File: config.mk
export PLATFORM = sky130hd
export DESIGN_NAME = fb_pixel_writer
export DESIGN_NICKNAME = d
export VERILOG_FILES = /design/src/rtl/fb_pixel_writer.sv
export SDC_FILE = /design/constraint.sdc
export NUM_CORES = 1
export LEC_CHECK = 0
export CORE_MARGIN = 4
export CORE_UTILIZATION = 59
export CTS_CLUSTER_DIAMETER = 40
export DETAILED_ROUTE_END_ITERATION = 16
export HOLD_SLACK_MARGIN = 0.15
export PLACE_DENSITY_LB_ADDON = 0.1
export SLEW_MARGIN = 15
export SYNTH_ARGS = -nofsm -noshare
export SYNTH_HDL_FRONTEND = slang
export SYNTH_SLANG_ARGS = --single-unit
File: constraint.sdc
create_clock -name I_CLK -period 7.2 [get_ports I_CLK]
set_input_delay 2.16 -clock I_CLK [delete_from_list [all_inputs] [get_ports I_CLK]]
set_output_delay 2.16 -clock I_CLK [all_outputs]
set_load 0.05 [all_outputs]
File: src/rtl/fb_pixel_writer.sv
// rtl/fb_pixel_writer.sv - pixel-write FIFO draining into the framebuffer SRAM during blanking
//
// Purpose: accepts (address, colour) pixel writes from the rasterizer, buffers them in a
// DEPTH-entry FIFO and writes them to the framebuffer through the GPU-side SRAM port, one
// SETUP/STROBE/HOLD sequence per pixel, only while the display is blanked. Raises a pipeline
// stall when the FIFO is nearly full or a frame flush is pending, and pulses O_FLUSH_DONE
// when a requested flush has fully drained.
//
// Ports:
//   I_CLK, I_RST_N             clock, synchronous active-low reset
//   I_PIX_VALID/O_PIX_READY    pixel handshake; I_PIX_ADDR / I_PIX_DATA pixel payload
//   I_FRAME_END                one-cycle flush request
//   I_VIDEO_ON                 display owns the SRAM; no GPU write may start
//   O_GPU_ADDR/DATA/WRITE/READ registered SRAM write port (READ tied low)
//   O_FRAMESTALL               registered stall request to the pipeline
//   O_FLUSH_DONE               one-cycle flush-complete pulse
//   O_LEVEL                    FIFO occupancy
//   O_DROP_CNT                 saturating count of out-of-range pixels

module fb_pixel_writer #(
    parameter int DEPTH    = 16,
    parameter int ADDR_W   = 18,
    parameter int DATA_W   = 16,
    parameter int FB_WORDS = 76800
) (
    input  logic                       I_CLK,
    input  logic                       I_RST_N,
    input  logic                       I_PIX_VALID,
    output logic                       O_PIX_READY,
    input  logic [ADDR_W-1:0]          I_PIX_ADDR,
    input  logic [DATA_W-1:0]          I_PIX_DATA,
    input  logic                       I_FRAME_END,
    input  logic                       I_VIDEO_ON,
    output logic [ADDR_W-1:0]          O_GPU_ADDR,
    output logic [DATA_W-1:0]          O_GPU_DATA,
    output logic                       O_GPU_WRITE,
    output logic                       O_GPU_READ,
    output logic                       O_FRAMESTALL,
    output logic                       O_FLUSH_DONE,
    output logic [$clog2(DEPTH):0]     O_LEVEL,
    output logic [15:0]                O_DROP_CNT
);

    localparam int                PW        = $clog2(DEPTH);
    localparam logic [ADDR_W-1:0] FB_LIMIT  = ADDR_W'(FB_WORDS);
    localparam logic [PW:0]       STALL_LVL = (PW+1)'(DEPTH - 2);
    localparam logic [PW:0]       FULL_LVL  = (PW+1)'(DEPTH);

    typedef enum logic [1:0] {
        S_IDLE   = 2'd0,
        S_SETUP  = 2'd1,
        S_STROBE = 2'd2,
        S_HOLD   = 2'd3
    } state_t;

    state_t               state_q, state_d;
    logic [ADDR_W-1:0]    mem_addr_q [DEPTH];
    logic [DATA_W-1:0]    mem_data_q [DEPTH];
    logic [PW:0]          wr_ptr_q, wr_ptr_d;
    logic [PW:0]          rd_ptr_q, rd_ptr_d;
    logic [ADDR_W-1:0]    gpu_addr_q, gpu_addr_d;
    logic [DATA_W-1:0]    gpu_data_q, gpu_data_d;
    logic                 gpu_write_q, gpu_write_d;
    logic                 stall_q, stall_d;
    logic                 flush_pend_q, flush_pend_d;
    logic                 flush_done_q, flush_done_d;
    logic [15:0]          drop_cnt_q, drop_cnt_d;

    logic [PW:0]          level;
    logic                 fifo_empty;
    logic                 fifo_full;
    logic                 pix_ready;
    logic                 push;
    logic                 in_range;
    logic                 store;
    logic                 drop;
    logic                 pop;

    // Extra pointer MSB: equal pointers mean empty, difference of DEPTH means full.
    assign level      = wr_ptr_q - rd_ptr_q;
    assign fifo_empty = (level == '0);
    assign fifo_full  = (level == FULL_LVL);
    // Held low while reset is asserted so nothing is accepted until release.
    assign pix_ready  = !fifo_full && I_RST_N;
    assign push       = I_PIX_VALID && pix_ready;
    assign in_range   = (I_PIX_ADDR < FB_LIMIT);
    assign store      = push && in_range;
    assign drop       = push && !in_range;
    // The head is only consumed once its strobe has completed; an aborted SETUP leaves it.
    assign pop        = (state_q == S_HOLD);

    always_comb begin
        state_d      = state_q;
        wr_ptr_d     = wr_ptr_q + (PW+1)'(store);
        rd_ptr_d     = rd_ptr_q + (PW+1)'(pop);
        gpu_addr_d   = gpu_addr_q;
        gpu_data_d   = gpu_data_q;
        gpu_write_d  = 1'b0;
        flush_pend_d = flush_pend_q;
        flush_done_d = 1'b0;
        drop_cnt_d   = drop_cnt_q;
        stall_d      = flush_pend_q || (level >= STALL_LVL);

        if (drop && (drop_cnt_q != 16'hFFFF)) begin
            drop_cnt_d = drop_cnt_q + 16'd1;
        end

        case (state_q)
            S_IDLE: begin
                if (!fifo_empty && !I_VIDEO_ON) begin
                    state_d    = S_SETUP;
                    gpu_addr_d = mem_addr_q[rd_ptr_q[PW-1:0]];
                    gpu_data_d = mem_data_q[rd_ptr_q[PW-1:0]];
                end
            end
            S_SETUP: begin
                if (I_VIDEO_ON) begin
                    state_d = S_IDLE;
                end else begin
                    state_d     = S_STROBE;
                    gpu_write_d = 1'b1;
                end
            end
            S_STROBE: state_d = S_HOLD;
            S_HOLD:   state_d = S_IDLE;
            default:  state_d = S_IDLE;
        endcase

        // A request arriving while a flush is pending folds into that flush.
        if (flush_pend_q && fifo_empty && (state_q == S_IDLE)) begin
            flush_pend_d = 1'b0;
            flush_done_d = 1'b1;
        end else if (I_FRAME_END && !flush_pend_q) begin
            flush_pend_d = 1'b1;
        end
    end

    always_ff @(posedge I_CLK) begin
        if (!I_RST_N) begin
            state_q      <= S_IDLE;
            wr_ptr_q     <= '0;
            rd_ptr_q     <= '0;
            gpu_addr_q   <= '0;
            gpu_data_q   <= '0;
            gpu_write_q  <= 1'b0;
            stall_q      <= 1'b0;
            flush_pend_q <= 1'b0;
            flush_done_q <= 1'b0;
            drop_cnt_q   <= '0;
        end else begin
            state_q      <= state_d;
            wr_ptr_q     <= wr_ptr_d;
            rd_ptr_q     <= rd_ptr_d;
            gpu_addr_q   <= gpu_addr_d;
            gpu_data_q   <= gpu_data_d;
            gpu_write_q  <= gpu_write_d;
            stall_q      <= stall_d;
            flush_pend_q <= flush_pend_d;
            flush_done_q <= flush_done_d;
            drop_cnt_q   <= drop_cnt_d;
        end
    end

    // Storage needs no reset: the pointers define which entries are live.
    always_ff @(posedge I_CLK) begin
        if (store) begin
            mem_addr_q[wr_ptr_q[PW-1:0]] <= I_PIX_ADDR;
            mem_data_q[wr_ptr_q[PW-1:0]] <= I_PIX_DATA;
        end
    end

    assign O_PIX_READY  = pix_ready;
    assign O_GPU_ADDR   = gpu_addr_q;
    assign O_GPU_DATA   = gpu_data_q;
    assign O_GPU_WRITE  = gpu_write_q;
    assign O_GPU_READ   = 1'b0;
    assign O_FRAMESTALL = stall_q;
    assign O_FLUSH_DONE = flush_done_q;
    assign O_LEVEL      = level;
    assign O_DROP_CNT   = drop_cnt_q;

endmodule
After elaboration in Yosys (flattened, before gate mapping)
Memory sizes are Yosys's and may differ from the RTL's. A register that Yosys moved wholly into a read port is not among the register bits.
Cells that the tools add are included.
{ "word_totals": {"reg_bits": 32, "ramBits": 544, "in_bits": 39, "out_inout_bits": 60, "word_cells": 52, "memories": 2} }
{ "op_classes": {"addsub": 4, "magnitude_cmp": 2, "n_eq_ne": 6, "mux": 7, "bitwise_logic": 1, "n_reduce_logical": 22} }
{ "memory_table": {"columns": ["name", "depth", "word_bits", "rd", "rd_clocked_by_memory_dff", "write_ports", "line_no", "text"], "rows": [
  ["mem_addr_q", 16, 18, 1, 1, 1, "57", "logic [ADDR_W-1:0] mem_addr_q [DEPTH];"],
  ["mem_data_q", 16, 16, 1, 1, 1, "58", "logic [DATA_W-1:0] mem_data_q [DEPTH];"]
]} }
{ "ops": {"columns": ["cell", "count"], "rows": [
  ["< comparator 18 x 17 -> 1 bit (second input constant)", 1],
  ["adder 16 x 1 -> 16 bit (second input constant)", 1],
  ["inequality test 16 bit (second input constant)", 1],
  ["adder 5 x 1 -> 5 bit", 2],
  ["logical AND 1 bit", 9],
  ["one-hot mux 2 bit (4 select lines)", 1],
  ["zero test 1 bit", 7],
  ["equality test 5 bit (second input constant)", 1],
  [">= comparator 5 x 4 -> 1 bit (second input constant)", 1],
  ["zero test 5 bit", 1],
  ["subtractor 5 bit", 1],
  ["equality test 2 bit (second input constant)", 2],
  ["2-to-1 mux 1 bit", 4],
  ["2-to-1 mux 2 bit", 2],
  ["AND reduction 2 bit", 2],
  ["equality test 2 x 1 -> 1 bit (second input constant)", 1],
  ["zero test 2 bit", 1],
  ["inequality test 2 bit (second input constant)", 1],
  ["OR reduction 2 bit", 1],
  ["logical OR 1 bit", 1],
  ["NOT 1 bit", 1]
]} }

Logic depth before layout (Yosys ltp)
Gate-level depths: netlist (run 1).
{ "depth": {"word_depth": 8, "mapped_depth": 15, "depth_no_buf": 14} }

Least setup slack after synthesis (run 1)
No wires, ideal clock.
{ "synth_path": {"path_type": "input-to-reg", "start": "in I_PIX_ADDR[11]", "end": "mem mem_addr_q[0][0] (enable)", "t_arrival_ns": 6.288, "slack_ns": 0.402, "path_stages": 4, "path_buffers": 0, "cell_sequence": "a21o_1 a311oi_1 nand4b_4 nor4_1"} }
{ "synth_via": {"elab_chain_cells": 4} }
{ "synth_lines": {"columns": ["element", "line_no", "text"], "rows": [
  ["start: declaration", "30", "input logic [ADDR_W-1:0] I_PIX_ADDR,"],
  ["< comparator 18 x 17 -> 1 bit", "86", "assign in_range = (I_PIX_ADDR < FB_LIMIT);"],
  ["logical AND 1 bit", "87", "assign store = push && in_range;"],
  ["2-to-1 mux 1 bit", "166", "if (store) begin"],
  ["2-to-1 mux 1 bit (implied by the code)", "167", "mem_addr_q[wr_ptr_q[PW-1:0]] <= I_PIX_ADDR;"],
  ["end: declaration", "57", null]
]} }
Every way passes these cells.

Final worst setup path (run 1)
{ "layout_path": {"start": "reg rd_ptr_q[0]", "end": "out O_PIX_READY"} }
{ "layout_via": {"elab_chain_cells": 4} }
{ "layout_lines": {"columns": ["element", "line_no", "text"], "rows": [
  ["start: declaration", "60", "logic [PW:0] rd_ptr_q, rd_ptr_d;"],
  ["start signal: assignment", "153", "rd_ptr_q <= rd_ptr_d;"],
  ["subtractor 5 bit", "80", "assign level = wr_ptr_q - rd_ptr_q;"],
  ["equality test 5 bit", "82", "assign fifo_full = (level == FULL_LVL);"],
  ["zero test 1 bit", "84", "assign pix_ready = !fifo_full && I_RST_N;"],
  ["logical AND 1 bit", "84", null],
  ["end: declaration", "29", "output logic O_PIX_READY,"]
]} }
Every way passes these cells.

==> results.md, run 1 <==
- FF-to-FF End: mem_addr_q[15][3]
- PwrDens: 277 nW/um^2
- Slew margin rel.: 0.260
- Leak: 8.64 nW
- Area grow syn2layout: 17.6%
- Initial core utilization: 0.604
- CP Launch Point: rd_ptr_q[0]
- Crit path required time: 5.04 ns
- WS Path Type: flip-flop to primary output
- Vias/cell: 6.40
- Max-slew violation count: 0
- Worst R2R Setup Slack: 3.16 ns
- Initial antenna violation count: 2
- Layout cells sized above 1: 0.232
- Top post-synthesis cells by area: edfxtp_1, mux4_2, dfxtp_1, a221oi_1, a22o_1
- Outcome: complete, no violations
- Total CTS buffers: 73
- Final non-filler cell area: 27,700 um^2
- Drt pass-1 iters: 5
- Hold Path Depth: 2
- Clk buf depth: 3
- Crit-path max FO: 24
- RSZ-0062 raised after global routing: no
- Core area: 39,000 um^2
- Crit path DAT: 3.78 ns
- Register area share after synthesis: 0.750
- Hold_buf cts: 0
- Hold Path Origin: O_GPU_ADDR[10]
- Period minus WS final: 5.94 ns
- Most used flip-flop cell after synthesis: edfxtp_1
- Vias in the first global route: 12,296
- # clock sinks: 610
- Initial drt markers: 1,174
- Final period util: 0.825
- Total Negative Setup Slacks: 0 ns
- Crit. End Element: primary output
- Worst VDD drop: 0.240 mV
- IO Pins: 99
- Critical R2R Launch: rd_ptr_q[0]
- Mapped Avg Cell Area: 19.9 um^2
- Slowest cell on crit path: clkdlybuf4s50_1
- Flop and latch count out of synthesis: 610
- Overall Power: 7.68 mW
- CTS resizes: 0
- Die Span Y: 208 um
- Mapped Nets: 1,230
- Final WL: 49.4 mm
- Fillcell total: 2,357
- Most common cell after layout, fill and taps aside: edfxtp_1
- Post-route ant nets: 0
- Hold EP: O_GPU_ADDR[10]
- Hold Vio Cnt, Final: 0
- Root Buffer: clkbuf_16
- GP Congestion: 0.794
- Post-synth ARST share: 0
- HPWL after detailed placement: 26.7 mm
- Wire per inst: 26.0 um
- Clock skew: 0.0194 ns
- Port bufs: 97
- Synth warnings: 0
- All-Layer GR Usage: 0.229
- Clock Latency Late Sink: 0.58 ns
- H-tree depth: 3
- Chip Width: 208 um
- Post-synth EDFFs: 544
- Maxcap violations: 0
- Mapped Area: 23,500 um^2
- Final setup vio count: 0
- Worst Tran Pin Value: 1.11 ns
- Peak Freq: 168 MHz
- Reg clk slew, reported paths: 0.06 ns
- Final nets: 1,373
- Top cell type's share of synthesized area: 0.694
- Global-route wire length before repair: 75.5 mm
- Largest net degree at the start of global routing: 122
- Vias: 12,156
- Number of cells on the worst reg-to-reg path: 10
- Setup bufs post-CTS: 0
- Number of distinct library cells after synthesis: 56
- Min-delay worst type: flip-flop to flip-flop
- Overflow after GRT: 0
- Crit path largest cell delay: 0.70 ns
- Startpoint Class: flip-flop
- Cell Area, Placed: 25,300 um^2
- Cell Chain, Critical Path: ha_1, inv_1, fa_1, nor3b_1, nand4b_1, a211oi_4, buf_4, nor2_1, clkdlybuf4s50_1
- Synth Instances: 1,181
- DR DRC count: 0
- Num rows: 72
- Die area: 43,200 um^2
- Cell taking the most area after synthesis: edfxtp_1
- CTS tree: done
- Most frequent cells in the layout: edfxtp_1, mux4_2, clkdlybuf4s50_1
-- metal layers --
layer / up-vias / part of all wire / wire [um] / GRT usage
li1: 5227 / - / - / -
met3: 71 / 0.076 / 3770 / 0.0473
met2: 473 / 0.48 / 23900 / 0.358
met5: - / 0.00026 / 13 / 0
met1: 6383 / 0.42 / 20700 / 0.338
met4: 2 / 0.020 / 969 / 0.0612
-- cell type report --
cell class,instances,area (um^2),area share
diodes,1,2.50,0.0000904
clock inverters,37,422,0.0152
well taps,518,648,0.0234
clock buffers,94,2010,0.0726
flip-flops and latches,610,17700,0.638
inverters,10,37.5,0.00136
multi-input cells,489,5570,0.201
repair buffers,140,1340,0.0483
-- state kept, by name, summed over array words and instances, names as in the netlist, 5 cells and up, named ones only --
signal      count
O_DROP_CNT     16
mem_addr_q    288
rd_ptr_q        5
O_GPU_ADDR     18
wr_ptr_q        5
O_GPU_DATA     16
mem_data_q    256
-- critical path: cells and delay by family (launching register included) --
family,cells,cell delay (ns)
compound gates,1,0.30
flops,1,0.57
fa+ha+maj,2,0.73
simple gates,3,0.58
buf+inv,3,1.04
-- cells in the mapped netlist, drive strengths merged, types with 2 or more instances --
cell type and count:
nand2b 11, ha 9, o31ai 4, nor2 17, nand3 6, a21oi 45
nand4b 3, o211ai 3, a22o 34, and4 3, nand3b 2, xnor2 3
and2 8, a221oi 34, dfxtp 66, nor3 17, or3 38, inv 9
nor4 8, nand4 5, edfxtp 544, o21ai 39, buf 35, or4 4
mux4 136, a311oi 2, xor2 6, clkbuf 37, o211a 2, nand2 22
and3 5, mux2i 9
-- worst max path at each step --
stage	to	slack (ns)	depth (start not counted)
6_report	O_PIX_READY	1.26	9
5_1_grt	O_PIX_READY	1.03	9
4_1_cts	O_PIX_READY	1.19	9
3_5_place_dp	O_PIX_READY	1.42	4
3_3_place_gp	O_PIX_READY	1.42	4
2_1_floorplan	mem_addr_q[0][0]	0.40	4
-- cells by family after synthesis --
kind of cell	after synthesis	share of synthesized area
multiplexers	145	0.134
AO/OA/AOI/OAI	171	0.0505
AND/OR/NAND/NOR	153	0.0374
XOR/XNOR	9	0.00367
adder cells (fa/ha/maj)	10	0.00563
other	1	0.000159
flip-flops	610	0.750
buffers and inverters	82	0.0188
-- power breakdown --
part / internal (mW) / total [mW] / switching [mW] / leakage, nW
clock: 2.24 / 3.64 / 1.40 / 1.16
combinational: 0.0522 / 0.171 / 0.118 / 2.06
sequential: 3.86 / 3.87 / 0.00673 / 5.42
total: 6.16 / 7.68 / 1.52 / 8.64
-- through the flow --
step	setup slack, ns	util	std cells	hold slack [ns]
floorplan	0.402	-	1181	0.444
global placement	1.42	0.647	1766	0.459
detailed placement	1.42	0.648	1767	0.466
CTS	1.19	0.710	1898	0.475
global route	1.03	0.710	1899	0.498
finish	1.26	0.710	1899	0.474
Power figures use the tool's default switching activity.
==> inputs of run 2 (changes only) <==
==> constraint.sdc (replaced) <==
create_clock -name I_CLK -period 5.65 [get_ports I_CLK]
set_input_delay 1.695 -clock I_CLK [delete_from_list [all_inputs] [get_ports I_CLK]]
set_output_delay 1.695 -clock I_CLK [all_outputs]
set_load 0.05 [all_outputs]
==> run 2 against run 1 <==
Effect of this change:
- total power increased by 23%
- register-to-register slack worse by 1.6 ns
- final area shrank 0.32%
- utilization fell by 0.22 points
- setup slack lost 0.62 ns
- clock skew fell by 0.0017 ns
- critical path depth is the same
==> results.md, run 2 (synthesis results as in run 1) <==
- Outcome: complete, no violations
- Overflow after GRT: 0 (unchanged)
- CTS tree: done
- Crit path DAT: 3.31 ns (-0.47 ns)
- Global-route wire length before repair: 77.4 mm (+2.5%)
- Num rows: 72 (unchanged)
- Maxcap violations: 0 (unchanged)
- Crit path largest cell delay: 0.59 ns (-0.11 ns)
- Vias: 12,204 (+0.39%)
- Crit-path max FO: 24 (unchanged)
- Reg clk slew, reported paths: 0.06 ns (about the same)
- Cell Chain, Critical Path: ha_1, inv_1, fa_1, nor3b_1, nand4b_1, a211oi_4, buf_4, nor2_1, buf_12
- Startpoint Class: flip-flop
- Final nets: 1,373 (unchanged)
- Hold WS: 0.471 ns (-0.00295 ns)
- Clock skew: 0.0178 ns (-0.00167 ns)
- Hold_buf cts: 0 (unchanged)
- Most common cell after layout, fill and taps aside: edfxtp_1
- Hold Path Origin: O_GPU_DATA[11]
- Period minus WS final: 5.01 ns
- Slowest cell on crit path: dfxtp_4
- RSZ-0062 raised after global routing: no
- IO Pins: 99 (unchanged)
- CTS resizes: 0 (unchanged)
- Crit path required time: 3.95 ns (-1.09 ns)
- Max reg flops: 288 (unchanged)
- Initial drt markers: 1,135 (-3.3%)
- Max-slew violation count: 0 (unchanged)
- Largest net degree at the start of global routing: 139 (+14%)
- All-Layer GR Usage: 0.235 (+0.00653)
- Final period util: 0.887
- Slew margin rel.: 0.199 (-0.0615)
- Initial core utilization: 0.604 (unchanged)
- Critical R2R Launch: rd_ptr_q[0]
- WS Path Type: flip-flop to primary output
- Core area: 39,000 um^2 (unchanged)
- H-tree depth: 3 (unchanged)
- Die area: 43,200 um^2 (unchanged)
- Chip Width: 208 um (unchanged)
- Hold Path Depth: 2 (unchanged)
- Port bufs: 97 (unchanged)
- Total CTS buffers: 71 (-2.7%)
- Hold Vio Cnt, Final: 0 (unchanged)
- Hold EP: O_GPU_DATA[11]
- Drt pass-1 iters: 6 (+1)
- Crit. End Element: primary output
- Clk buf depth: 3 (unchanged)
- GP Congestion: 0.756 (-4.8%)
- PwrDens: 341 nW/um^2 (+23%)
- Final setup vio count: 0 (unchanged)
- Post-route ant nets: 0 (unchanged)
- Clock Latency Late Sink: 0.58 ns (about the same)
- Wire per inst: 26.6 um (+2.5%)
- Number of cells on the worst reg-to-reg path: 15 (+5)
- FF-to-FF End: wr_ptr_q[4]
- Vias in the first global route: 12,314 (+0.15%)
- Leak: 8.70 nW (+0.67%)
- Die Span Y: 208 um (unchanged)
- Min-delay worst type: flip-flop to flip-flop
- Worst R2R Setup Slack: 1.59 ns (-1.57 ns)
- Layout cells sized above 1: 0.233 (+0.00106)
- Final WL: 50.5 mm (+2.4%)
- Peak Freq: 200 MHz
- Worst VDD drop: 0.299 mV (+25%)
- Area grow syn2layout: 17.3%
- Most frequent cells in the layout: edfxtp_1, mux4_2, clkdlybuf4s50_1
- DR DRC count: 0 (unchanged)
- Setup bufs post-CTS: 0 (unchanged)
- # clock sinks: 610 (unchanged)
- HPWL after detailed placement: 27.7 mm (+3.9%)
- Root Buffer: clkbuf_16
- Initial antenna violation count: 1 (-1)
- Vias/cell: 6.43 (+0.50%)
- Worst Tran Pin Value: 1.20 ns (+0.0895 ns)
- Total Negative Setup Slacks: 0 ns (unchanged)
run 2: cell types whose count changed in the layout (fill, tap and decap cells not counted), sizes merged:
cell	before	now
clkdlybuf4s50	97	96
clkinvlp	9	6
buf	43	46
bufinv	7	1
clkbuf	94	85
clkinv	14	28
run 2: how the worst max path moves through the flow:
stage	from	to	slack, ns	cells after the start
global route	rd_ptr_q[0]	O_PIX_READY	0.46	9
global placement	I_PIX_ADDR[16]	mem_addr_q[3][6]	1.23	8
CTS	rd_ptr_q[0]	O_PIX_READY	0.61	9
floorplan	rd_ptr_q[1]	mem_addr_q[0][0]	-0.81	9
finish	rd_ptr_q[0]	O_PIX_READY	0.64	9
detailed placement	I_PIX_ADDR[16]	mem_addr_q[10][11]	1.13	8
run 2: layout make-up:
class | instances | area [um^2]
Multi-Input combinational cell | 489 | 5630
Clock inverter | 42 | 293
Timing Repair Buffer | 142 | 1410
Tap cell | 518 | 648
Sequential cell | 610 | 17700
Antenna cell | 1 | 2.50
Clock buffer | 85 | 1920
Inverter | 10 | 37.5
Fill cell | 2365 | 11400
run 2: per-layer routing:
layer	vias to the layer above	track usage	part of all wire
met3	71	0.0428	0.076
met4	0	0.0657	0.021
met5	-	0	0
met1	6406	0.353	0.42
met2	488	0.366	0.48
li1	5239	-	-
run 2: metrics by stage:
step / cells / util / area [um^2] / setup slack, ns / total power [mW]
floorplan: 1181 / - / 23600 / -0.807 / 5.12
global placement: 1769 / 0.651 / 25400 / 1.23 / 5.25
detailed placement: 1769 / 0.651 / 25400 / 1.13 / 5.25
CTS: 1896 / 0.708 / 27600 / 0.609 / 9.50
global route: 1897 / 0.708 / 27600 / 0.459 / 9.72
finish: 1897 / 0.708 / 27600 / 0.641 / 9.42
run 2: where the power goes:
group | switching [mW] | total [mW] | internal [mW]
Sequential | 0.00797 | 4.93 | 4.92
Combinational | 0.159 | 0.228 | 0.0691
Clock | 1.77 | 4.26 | 2.50
run 2: critical path: cells and delay by family (launching register included):
kind	cells	cell delay, ns
buffers and inverters	3	0.50
flip-flops	1	0.59
adder cells (fa/ha/maj)	2	0.75
AND/OR/NAND/NOR	3	0.59
AO/OA/AOI/OAI	1	0.30
==> inputs of run 3 (changes only) <==
--- a/config.mk
+++ b/config.mk
@@ -11,6 +11,7 @@
 export DETAILED_ROUTE_END_ITERATION = 16
 export HOLD_SLACK_MARGIN = 0.15
 export PLACE_DENSITY_LB_ADDON = 0.1
+export SETUP_SLACK_MARGIN = 0.4
 export SLEW_MARGIN = 15
 export SYNTH_ARGS = -nofsm -noshare
 export SYNTH_HDL_FRONTEND = slang
==> results of run 3 <==
No change in the layout: final DEF, timing and power equal those of run 2.
